`src/rtl/trasmettitore_seriale_pkg.sv`:
```
// Shared definitions for the serial transmitter: FSM encoding and default sizing.
package trasmettitore_seriale_pkg;

  localparam int unsigned DefDataW     = 8;
  localparam int unsigned DefBitCycles = 4;

  typedef enum logic [2:0] {
    StIdle  = 3'd0,
    StStart = 3'd1,
    StData  = 3'd2,
    StStop  = 3'd3,
    StWait  = 3'd4
  } stato_e;

endpackage

```
`src/rtl/trasmettitore_seriale_contatore_modulo.sv`:
```
// Modulo-N counter with enable and synchronous clear; tc_o marks the wrapping cycle.
module contatore_modulo #(
  parameter int unsigned Modulo = 4,
  parameter int unsigned Width  = 2
) (
  input  logic clk_i,
  input  logic en_i,
  input  logic clear_i,
  output logic tc_o
);

  logic [Width-1:0] count_q, count_d;

  assign tc_o = en_i && (count_q == Width'(Modulo - 1));

  // Next count: clear wins, otherwise count while enabled and wrap on terminal count.
  always_comb begin
    count_d = count_q;
    if (clear_i) begin
      count_d = '0;
    end else if (en_i) begin
      count_d = tc_o ? '0 : count_q + 1'b1;
    end
  end

  // Count register.
  always_ff @(posedge clk_i) begin
    count_q <= count_d;
  end

endmodule

```
`src/rtl/trasmettitore_seriale.sv`:
```
// Serial transmitter: start bit 0, DATA_W data bits LSB first, stop bit 1,
// each bit held for BIT_CYCLES clocks. Handshake via active-low dav_ / rfd.
module trasmettitore_seriale
  import trasmettitore_seriale_pkg::*;
#(
  parameter int unsigned BIT_CYCLES = DefBitCycles,
  parameter int unsigned DATA_W     = DefDataW
) (
  input  logic              clock,
  input  logic              reset,
  input  logic              dav_,
  input  logic [DATA_W-1:0] byte_in,
  output logic              rfd,
  output logic              out,
  output logic              busy
);

  localparam int unsigned CntW = (BIT_CYCLES > 1) ? $clog2(BIT_CYCLES) : 1;
  localparam int unsigned IdxW = (DATA_W > 1) ? $clog2(DATA_W) : 1;

  stato_e            state_q, state_d;
  logic [DATA_W-1:0] shift_q, shift_d;
  logic [IdxW-1:0]   idx_q, idx_d;
  logic              out_q, out_d;
  logic              rfd_q, rfd_d;
  logic              busy_q, busy_d;
  logic              capture, cnt_en, tick, last_bit;

  assign capture  = (state_q == StIdle) && !dav_;
  assign cnt_en   = (state_q == StStart) || (state_q == StData) || (state_q == StStop);
  assign last_bit = (idx_q == IdxW'(DATA_W - 1));

  // Bit-period timer; restarted at capture so the start bit lasts a full period.
  contatore_modulo #(
    .Modulo (BIT_CYCLES),
    .Width  (CntW)
  ) u_bit_timer (
    .clk_i   (clock),
    .en_i    (cnt_en),
    .clear_i (reset | capture),
    .tc_o    (tick)
  );

  // State register.
  always_ff @(posedge clock) begin
    if (reset) begin
      state_q <= StIdle;
    end else begin
      state_q <= state_d;
    end
  end

  // Next-state logic; each bit-period tick advances the frame.
  always_comb begin
    state_d = state_q;
    unique case (state_q)
      StIdle:  if (!dav_) state_d = StStart;
      StStart: if (tick) state_d = StData;
      StData:  if (tick && last_bit) state_d = StStop;
      StStop:  if (tick) state_d = dav_ ? StIdle : StWait;
      StWait:  if (dav_) state_d = StIdle;
      default: state_d = StIdle;
    endcase
  end

  // Output and datapath next values; outputs are registered below.
  always_comb begin
    shift_d = shift_q;
    idx_d   = idx_q;
    out_d   = out_q;
    rfd_d   = rfd_q;
    busy_d  = busy_q;
    unique case (state_q)
      StIdle: begin
        if (!dav_) begin
          shift_d = byte_in;
          idx_d   = '0;
          out_d   = 1'b0;
          rfd_d   = 1'b0;
          busy_d  = 1'b1;
        end
      end
      StStart: begin
        if (tick) begin
          out_d   = shift_q[0];
          shift_d = shift_q >> 1;
          idx_d   = '0;
        end
      end
      StData: begin
        if (tick) begin
          if (last_bit) begin
            out_d = 1'b1;
            idx_d = '0;
          end else begin
            out_d   = shift_q[0];
            shift_d = shift_q >> 1;
            idx_d   = idx_q + 1'b1;
          end
        end
      end
      StStop: begin
        if (tick) begin
          busy_d = 1'b0;
          out_d  = 1'b1;
          rfd_d  = dav_;
        end
      end
      StWait: begin
        if (dav_) rfd_d = 1'b1;
      end
      default: begin
        out_d  = 1'b1;
        rfd_d  = 1'b1;
        busy_d = 1'b0;
      end
    endcase
  end

  // Datapath and output registers.
  always_ff @(posedge clock) begin
    if (reset) begin
      shift_q <= '0;
      idx_q   <= '0;
      out_q   <= 1'b1;
      rfd_q   <= 1'b1;
      busy_q  <= 1'b0;
    end else begin
      shift_q <= shift_d;
      idx_q   <= idx_d;
      out_q   <= out_d;
      rfd_q   <= rfd_d;
      busy_q  <= busy_d;
    end
  end

  assign out  = out_q;
  assign rfd  = rfd_q;
  assign busy = busy_q;

endmodule

```
`config.mk`:
```
export PLATFORM = sky130hd
export DESIGN_NAME = trasmettitore_seriale
export DESIGN_NICKNAME = d
export VERILOG_FILES = /design/src/rtl/trasmettitore_seriale_pkg.sv /design/src/rtl/trasmettitore_seriale_contatore_modulo.sv /design/src/rtl/trasmettitore_seriale.sv
export SDC_FILE = /design/constraint.sdc
export NUM_CORES = 1
export LEC_CHECK = 0
export CAP_MARGIN = 20
export CORE_MARGIN = 2
export CORE_UTILIZATION = 48
export CTS_CLUSTER_DIAMETER = 60
export DETAILED_ROUTE_END_ITERATION = 12
export GPL_TIMING_DRIVEN = 0
export PLACE_DENSITY = 0.75
export SETUP_SLACK_MARGIN = 0.5
export SLEW_MARGIN = 20
export SYNTH_ARGS = -nofsm -noshare
export SYNTH_HDL_FRONTEND = slang
export SYNTH_HIERARCHICAL = 1
export SYNTH_SLANG_ARGS = --single-unit
```
`constraint.sdc`:
```
create_clock -name clock -period 2 [get_ports clock]
set_input_delay 0.6 -clock clock [delete_from_list [all_inputs] [get_ports clock]]
set_output_delay 0.6 -clock clock [all_outputs]
set_load 0.02 [all_outputs]
```
# After elaboration in Yosys (flattened, before gate mapping)

Cells that the tools add are included.

Flip-flop bits (word level): 19
Bits in latches: 0
Bits in writable memories: 0
Bits in read-only memories: 0
Input port bits: 11
Output and inout port bits: 3
Word-level logic and storage cells: 72
Memories kept: 0

Add/sub/neg operators: 2
Multipliers: 0
Divide/modulo/power cells: 0
Magnitude comparators: 0
Equal/unequal tests: 13
Shift-type cells: 0
Mux-type cells: 30
Bitwise gates (word level): 4
Reductions and logical operators: 16

Operator list:

| kind                                          | count |
|---|---|
| 2-to-1 mux 8 bit                              | 4 |
| 2-to-1 mux 3 bit                              | 10 |
| one-hot mux 8 bit (3 select lines)            | 1 |
| one-hot mux 3 bit (5 select lines)            | 1 |
| AND reduction 5 bit                           | 3 |
| != test 2 bit, second input constant          | 6 |
| 2-to-1 mux 1 bit                              | 9 |
| one-hot mux 3 bit (3 select lines)            | 1 |
| AND reduction 4 bit                           | 2 |
| == test 3 x 2 -> 1 bit, second input constant | 2 |
| == test 3 bit, second input constant          | 2 |
| one-hot mux 1 bit (5 select lines)            | 1 |
| one-hot mux 1 bit (4 select lines)            | 1 |
| adder 3 x 1 -> 3 bit, second input constant   | 1 |
| == test 3 x 1 -> 1 bit, second input constant | 1 |
| logical AND 1 bit                             | 3 |
| logical NOT 3 bit                             | 1 |
| NOT 1 bit                                     | 3 |
| one-hot mux 1 bit (3 select lines)            | 1 |
| AND reduction 3 bit                           | 1 |
| nonzero test 3 bit                            | 1 |
| OR reduction 3 bit                            | 1 |
| adder 2 x 1 -> 2 bit, second input constant   | 1 |
| == test 2 bit, second input constant          | 1 |
| 6 further kinds                               | 7 |

# Logic depth before layout (Yosys ltp)

Depth in word-level cells: 7
Gate-level depth with buffers: 9

# Hierarchy

The synthesis kept the hierarchy.

Modules (own cells, without submodules):

| module                | instances | cells an instance | area an instance (um^2) | sequential area each (um^2) |
|---|---|---|---|---|
| trasmettitore_seriale | 1         | 116               | 980.9                   | 340.3 |
| contatore_modulo      | 1         | 9                 | 92.6                    | 40.0 |

# Worst setup path before layout

No wires, ideal clock.

Path type: flip-flop to flip-flop
Start: register state_q[1]
End: register shift_q[5]
Library setup time: 79 ps
Data arrival time: 1788 ps
Setup slack: 132 ps
Stages on the path, launching flop included: 10
Cell sequence: dfxtp_1 -> buf_4 -> nor2_1 -> nor2_1 -> and2_1 -> nand4bb_1 -> a31oi_4 -> buf_6 -> nor2_1 -> a211oi_2

Cells in the longest elaborated chain, start to end: 6
Elaborated cells between the ends (all ways): 14
Those cells by class: eq/ne: 7; mux: 1; reduce/logical: 6

RTL lines:

| item                                                             | RTL line                                     | text |
|---|---|---|
| start, declared                                                  | trasmettitore_seriale.sv:21                  | `stato_e state_q, state_d;` |
| start signal, assigned                                           | trasmettitore_seriale.sv:47                  | `state_q <= StIdle;` |
| start signal, assigned                                           | trasmettitore_seriale.sv:49                  | `state_q <= state_d;` |
| == test 3 x 1 -> 1 bit or == test 3 x 2 -> 1 bit (tied branches) | trasmettitore_seriale.sv:30                  | `assign cnt_en = (state_q == StStart) \|\| (state_q == StData) \|\| (state_q == StStop);` |
| logical OR 1 bit                                                 | trasmettitore_seriale.sv:30                  |  |
| logical OR 1 bit *                                               | trasmettitore_seriale.sv:30                  |  |
| via cnt_en                                                       | trasmettitore_seriale.sv:27                  | `logic capture, cnt_en, tick, last_bit;` |
| logical AND 1 bit *                                              | trasmettitore_seriale_contatore_modulo.sv:14 | `assign tc_o = en_i && (count_q == Width'(Modulo - 1));` |
| via tick                                                         | trasmettitore_seriale.sv:27                  |  |
| != test 2 bit (no line)                                          | --                                           |  |
| AND reduction 5 bit (no line) *                                  | --                                           |  |
| end signal, assigned                                             | trasmettitore_seriale.sv:129                 | `shift_q <= shift_d;` |
| end, declared                                                    | trasmettitore_seriale.sv:22                  | `logic [DATA_W-1:0] shift_q, shift_d;` |

Mark *: on every way through the listed nets, which the timed path passes. The rest lies on a longest branch.
A chain may end at the register's enable or synchronous reset.

# Worst setup path in the final report

Start: register state_q[0]
End: register shift_q[7]

Cells in the longest elaborated chain, start to end: 6
Elaborated cells between the ends (all ways): 14
Those cells by class: eq/ne: 7; mux: 1; reduce/logical: 6

RTL lines:

| item                                                             | RTL line |
|---|---|
| == test 3 x 1 -> 1 bit or == test 3 x 2 -> 1 bit (tied branches) | trasmettitore_seriale.sv:30, trasmettitore_seriale.sv:73 |
| logical OR 1 bit (2 in a row)                                    | trasmettitore_seriale.sv:30 |
| logical AND 1 bit                                                | trasmettitore_seriale_contatore_modulo.sv:14 |
| != test 2 bit (no line)                                          | -- |
| AND reduction 5 bit (no line)                                    | -- |

Several ways; a longest one is shown, not always the timed one.

==> flow_summary_export.csv <==
group,metric,value,unit
grt,grt_max_degree,12,
floorplan,start_util,49.5,%
clock_network,cts_tree,"built",
routing,drc,0,
timing,timing.final.ws_setup,343,ps
finish,antenna_cells,0,
timing,slew_violations,0,
timing,finalSetupTns,0,ps
placed_design,placed_area,0.00128,mm2
worst_setup_path,crit_path_end_kind,"register",
logic_synthesis,yosysWarnings,6,
worst_setup_path,cpMostUsedCell,"buf_6",
grt,grt_pass1_vias,1093,
logic_synthesis,synth_top_area_cell,"dfxtp_1",
timing,max_freq,0.604,GHz
logic_synthesis,yosysSeqAreaShare,35.4,%
clock_network,cts.clk_slew.worst_paths,120,ps
floorplan,die_w,51.3,um
logic_synthesis,syn-cell-area,0.00107,mm2
floorplan,core_area,0.00217,mm2
logic_synthesis,synth_edf_count,0,
logic_synthesis,synth_top_area_share,35.4,%
clock_network,clkLatencyLatePin,300,ps
timing,finalCritPeriodShare,82.8,%
worst_setup_path,cp_max_fo,9,
finish,final_area,0.00155,mm2
pwr,p_total,0.991,mW
placed_design,dp_slack,-303,ps
logic_synthesis,synthArstFlopShare,0,%
worst_setup_path,worst_setup_path_start_kind,"register",
placed_design,gp_congestion,0.850,
grt,grt-ovfl-total,0,
logic_synthesis,synth_nets,139,
pwr,p_leak,0.576,nW
routing,via_count,1040,
logic_synthesis,synth_ff_type,"dfxtp_1",
clock_network,htreeDepth,1,
floorplan,die_y,51.3,um
floorplan,die_area,0.00263,mm2
worst_setup_path,worst-path-buf-inv,3,
worst_hold_path,hold_depth,2,
placed_design,hpwl,1.64,mm
logic_synthesis,synthCells,125,
timing,min_period,1660,ps
logic_synthesis,ys_top_cells_by_area,"dfxtp_1 35%, mux2i_1 7.5%, nor2_1 6.3%",
clock_network,clkSinkCount,19,
worst_hold_path,hold_class,"reg -> reg",
logic_synthesis,synthDistinctLibCells,34,
worst_setup_path,worst-r2r-cell-count,7,
routing,final_antenna_net_count,0,
clock_network,cts.path.max_buffers,2,
clock_network,ctsRootBufferMaster,"clkbuf_4",
grt,antenna_found_initial,0,
floorplan,ios,14,
timing,rsz0062_at_grt,"true",
grt,grt_pass1_wl,4.61,mm
routing,totalWireLength,2.70,mm
timing,hold_viol,0,
worst_setup_path,crit_type,"reg -> reg",
timing,maxSlewHeadroom,64.0,%
worst_setup_path,slowest_delay,370,ps
finish,fin_util,71.5,%
logic_synthesis,synth.most_common_cell,"dfxtp_1",
grt,grt.total_usage,23.1,%
worst_setup_path,required,2240,ps
worst_setup_path,arrival,1900,ps
clock_network,cts_buffers,3,
worst_setup_path,path_depth,7,
finish,syn_to_final_growth,44.5,%
pwr,powerDensity,639,mW/mm2
floorplan,row_count,17,
worst_setup_path,cp_cell_sequence,"buf_6, buf_6, or3_4, a31oi_4, buf_6, nand3b_1, a21oi_1",
finish,drive_gt1_share,36.7,%
routing,drt-initial-drc-count,14,
logic_synthesis,post_synth_most_frequent_cells,"19 x dfxtp_1, 18 x nor2_1, 12 x a21oi_1, 8 x mux2i_1, 8 x o21ai_0",
worst_setup_path,cp_top_family,"simple AND/OR/NAND/NOR gates",
routing,avgViaCountPerCell,5.59,
logic_synthesis,ys_ff_latch,19,
finish,fin_nets,173,
outcome,status,"complete, no violations",
routing,wire_per_inst,14.5,um
logic_synthesis,postSynthAreaPerCell,8.59,um2
worst_setup_path,cpMaxStageDelayCell,"or3_4",
placed_design,port_buffers,12,
routing,drt_pass1_iterations,4,
pwr,ir_drop,486,uV
timing,worst_pin_slew,540,ps
job,drv_cap,0,
timing,clock_skew,4.00,ps
timing,setup_viol,0,
[cell families after synthesis]
group / synth area share (%)
DFF: 35.4
xor gates and xnor gates: 0.816
and+or+nand+nor: 20.7
muxes: 7.46
AOI/OAI and AO/OA: 25.3
adders and majority gates: 3.50
buffers and inverters: 6.76
[layer usage]
layer / vias up / GRT usage, % / routed length (um)
met2: 20 / 42.6 / 1400
li1: 517 / - / -
met3: 6 / 3.80 / 100
met1: 497 / 25.3 / 1160
met4: 0 / 11.8 / 40
met5: - / 0 / 0
[worst reg2reg max path: cells and delay by family (launching register included)]
kind	cells	cell delay (ps)
flip-flops	1	350
buffers and inverters	3	420
AO/OA/AOI/OAI	2	380
AND/OR/NAND/NOR	2	460
[final cells by class]
type                            instances  area [um2]
Multi-Input combinational cell         93         741
Fill cell                             161         618
Sequential cell                        19         390
Timing Repair Buffer                   29         249
Buffer                                  9        93.8
Tap cell                               28        35.0
Clock buffer                            3        22.5
Inverter                                4        15.0
Clock inverter                          1        5.00
[where the power goes]
part | switching [mW] | internal [mW] | leakage (nW) | total [mW]
Clock | 0.134 | 0.0746 | 0.0177 | 0.209
Combinational | 0.167 | 0.177 | 0.400 | 0.344
Sequential | 0.0240 | 0.414 | 0.158 | 0.438
Total | 0.326 | 0.665 | 0.576 | 0.991
[repair_timing]
| action | CTS | global route |
|---|---|---|
| setup buffers | 14 | 2 |
| gates cloned | 1 | 0 |
| hold endpoints to repair | 0 | 0 |
| pin swaps | 19 | 7 |
| setup endpoints to repair | 21 | 16 |
| gates resized for setup | 42 | 8 |
| hold buffers | 0 | 0 |
[layout by cell type, fill, tap and decap left out, types with 4 or more instances in the layout]
cell type / netlist / routed
dfxtp_1: 19 / 15
buf_4: 2 / 14
nor2_1: 18 / 12
a21oi_1: 12 / 10
mux2i_1: 8 / 8
clkdlybuf4s50_1: 0 / 8
buf_6: 2 / 7
nand2b_1: 7 / 7
o21ai_1: 0 / 5
nor2_4: 0 / 4
inv_1: 4 / 4
a211oi_1: 5 / 4
[per-stage QoR]
step,hold slack [ps],std cells
after global routing,528,186
after global placement,463,165
after detailed placement,474,165
final,493,186
after CTS,491,184
after floorplan,450,125
[registers in the layout (all words and copies together), names as in the netlist]
register and flops:
shift_q 8, rfd 1, busy 1, idx_q 3, state_q 3, out 1, u_bit_timer/count_q 2
[worst paths after layout]
check / start / endpoint / slack (ps)
worst min register to register: shift_q[3]$_SDFFE_PP0P_ / shift_q[3]$_SDFFE_PP0P_ / 490
worst max register to register: state_q[0]$_SDFFE_PP0P_ / shift_q[7]$_SDFFE_PP0P_ / 340
worst max-delay path: state_q[0]$_SDFFE_PP0P_ / shift_q[7]$_SDFFE_PP0P_ / 340
worst min-delay path: shift_q[3]$_SDFFE_PP0P_ / shift_q[3]$_SDFFE_PP0P_ / 490
No activity file was read; power rests on OpenSTA's default activity.
==> RTL change: new RTL, config.mk and constraints unchanged <==
Take the reset off `shift_q` and load it in a clocked block of its own.
--- a/src/rtl/trasmettitore_seriale.sv
+++ b/src/rtl/trasmettitore_seriale.sv
@@ -120,18 +120,20 @@
   // Datapath and output registers.
   always_ff @(posedge clock) begin
     if (reset) begin
-      shift_q <= '0;
       idx_q   <= '0;
       out_q   <= 1'b1;
       rfd_q   <= 1'b1;
       busy_q  <= 1'b0;
     end else begin
-      shift_q <= shift_d;
       idx_q   <= idx_d;
       out_q   <= out_d;
       rfd_q   <= rfd_d;
       busy_q  <= busy_d;
     end
+  end
+
+  always_ff @(posedge clock) begin
+    shift_q <= shift_d;
   end
 
   assign out  = out_q;
Formal check against the unedited RTL: same outputs for any inputs over 10 cycles, from zero or initial values and one cycle with reset high; that may be too few to reach the edited logic, so the function may still have changed.
==> RTL change against the original RTL <==
Die area shrank 3.5%; first-iteration DRC count grew 29%; power shrank 3.0%; core utilization grew 7.4 points; count of clock-buffer cells in the layout is the same; routed wire length grew 10%; cell area grew 1.9%; worst setup slack gained 0.019 ns; area after synthesis shrank 3.8%; sequential power grew 4%; non-clock buffer count grew 1; sequential cell count is the same; combinational power shrank 13%; critical path type unchanged; critical endpoint is now state_q[2].
==> RTL change: results (changes against the original RTL) <==
Synth
  • Compound-Gate Fraction of Synth Area: 0.153 (was 0.253)
  • Syn_nets: 119 (was 139)
  • Mux share of post-synthesis cell area: 0.115 (was 0.0746)
  • Library cells used by synthesis: 38 (was 34)
  • Post-synth EDFFs: 8 (was 0)
  • Async SR Flop Fraction: 0 (unchanged)
  • Synth Area in XOR/XNOR: 0.0170 (was 0.00816)
  • Register area share after synthesis: 0.446 (was 0.354)
  • Post-synth top cells: dfxtp_1 (11), nand2_1 (9), edfxtp_1 (8), nor2_1 (8) (was dfxtp_1 (19), nor2_1 (18), a21oi_1 (12))
  • Avg Inst Size Synth: 9.83 um^2 (was 8.59 um^2)
  • Area contributors post-synth: edfxtp_1 (23%), dfxtp_1 (21%), mux2_2 (7.6%) (was dfxtp_1 (35%), mux2i_1 (7.5%), nor2_1 (6.3%))

Power
  • Leak: 0.644 nW (was 0.576 nW)
  • Maximum VDD drop: 0.481 mV (was 0.486 mV)

STA
  • Min Hold Slack: 0.507 ns (was 0.493 ns)
  • Worst clock skew: 0.00112 ns (was 0.00400 ns)
  • Pin slew with the least headroom to its limit: 0.388 ns (was 0.540 ns)

Setup path
  • Slowest cell on the critical path: dfxtp_2 (was or3_4)
  • R2r worst-path depth: 8 (was 7)
  • Worst R2R Setup Slack: 0.36 ns (was 0.34 ns)
  • Slowest stage delay, CP: 0.35 ns (was 0.37 ns)
  • Arr. time, crit path: 1.84 ns (was 1.90 ns)
  • Critical-path maximum fanout: 7 (was 9)
  • Critical R2R Capture: state_q[2] (was shift_q[7])

Worst hold path
  • Hold Path Sink: idx_q[1] (was shift_q[3])

Global routing
  • First-pass GRT wire length: 4380 um (was 4610 um)
  • Tot GR Track Use: 0.234 (was 0.231)

Detailed routing
  • Wirelength, routed: 2980 um (was 2700 um)
  • DR iter-0 viols: 18 (was 14)
  • Vias: 969 (was 1,040)

Placed design
  • GPL Wtd Cong: 0.803 (was 0.850)
  • Placement Cell Area: 1280 um^2 (about the same)
  • PortBufs: 13 (was 12)
  • DP Cell Count: 145 (was 165)

Outcome
  • Status: finished, final reports clean (unchanged)

Layout
  • Nets: 157 (was 173)
  • Fin cells: 169 (was 186)
  • Layout cells sized above 1: 0.437 (was 0.367)
[RTL change: how the worst max path moves through the flow]
stage	slack, ns	end	cells past startpoint
final	0.36	state_q[2]	8
after global routing	0.31	idx_q[1]	8
after CTS	0.39	shift_q[3]	7
after detailed placement	-0.25	out	4
after global placement	-0.25	out	4
after floorplan	0.43	out	3
[RTL change: logic make-up (layout without fill, tap and decap cells)]
logic type / count (synthesis) / count (layout)
AND/OR/NAND/NOR: 36 / 36
adder cells (fa/ha/maj): 3 / 3
XOR/XNOR: 2 / 2
AO/OA/AOI/OAI: 24 / 24
multiplexers: 11 / 11
buffers and inverters: 10 / 47
flip-flops: 19 / 19
[RTL change: layout make-up]
| class | count | area (um^2) |
|---|---|---|
| tap | 27 | 33.8 |
| inverter | 4 | 17.5 |
| clock inverter | 1 | 7.51 |
| multi-input combinational | 76 | 652 |
| clock buffer | 3 | 22.5 |
| timing repair buffer | 33 | 283 |
| buffer | 6 | 98.8 |
| fill | 126 | 422 |
| sequential | 19 | 465 |
[RTL change: power by group]
| group | switching [mW] | leakage, nW | internal, mW |
|---|---|---|---|
| logic | 0.141 | 0.462 | 0.160 |
| registers | 0.0140 | 0.168 | 0.442 |
| clock network | 0.128 | 0.0139 | 0.0763 |
| total | 0.283 | 0.644 | 0.678 |
[RTL change: per-layer routing]
layer / vias up / global-route usage / wire (um)
met5: - / 0 / 0
met4: 0 / 0.117 / 98
met3: 11 / 0.0327 / 167
met2: 36 / 0.421 / 1500
met1: 469 / 0.267 / 1210
li1: 453 / - / -
[RTL change: timing repair]
action                     in CTS  in global routing
resized for setup              34                  5
pin swaps                       7                  5
setup endpoints to repair      28                 25
hold endpoints to repair        0                  0
setup buffers                  12                  8
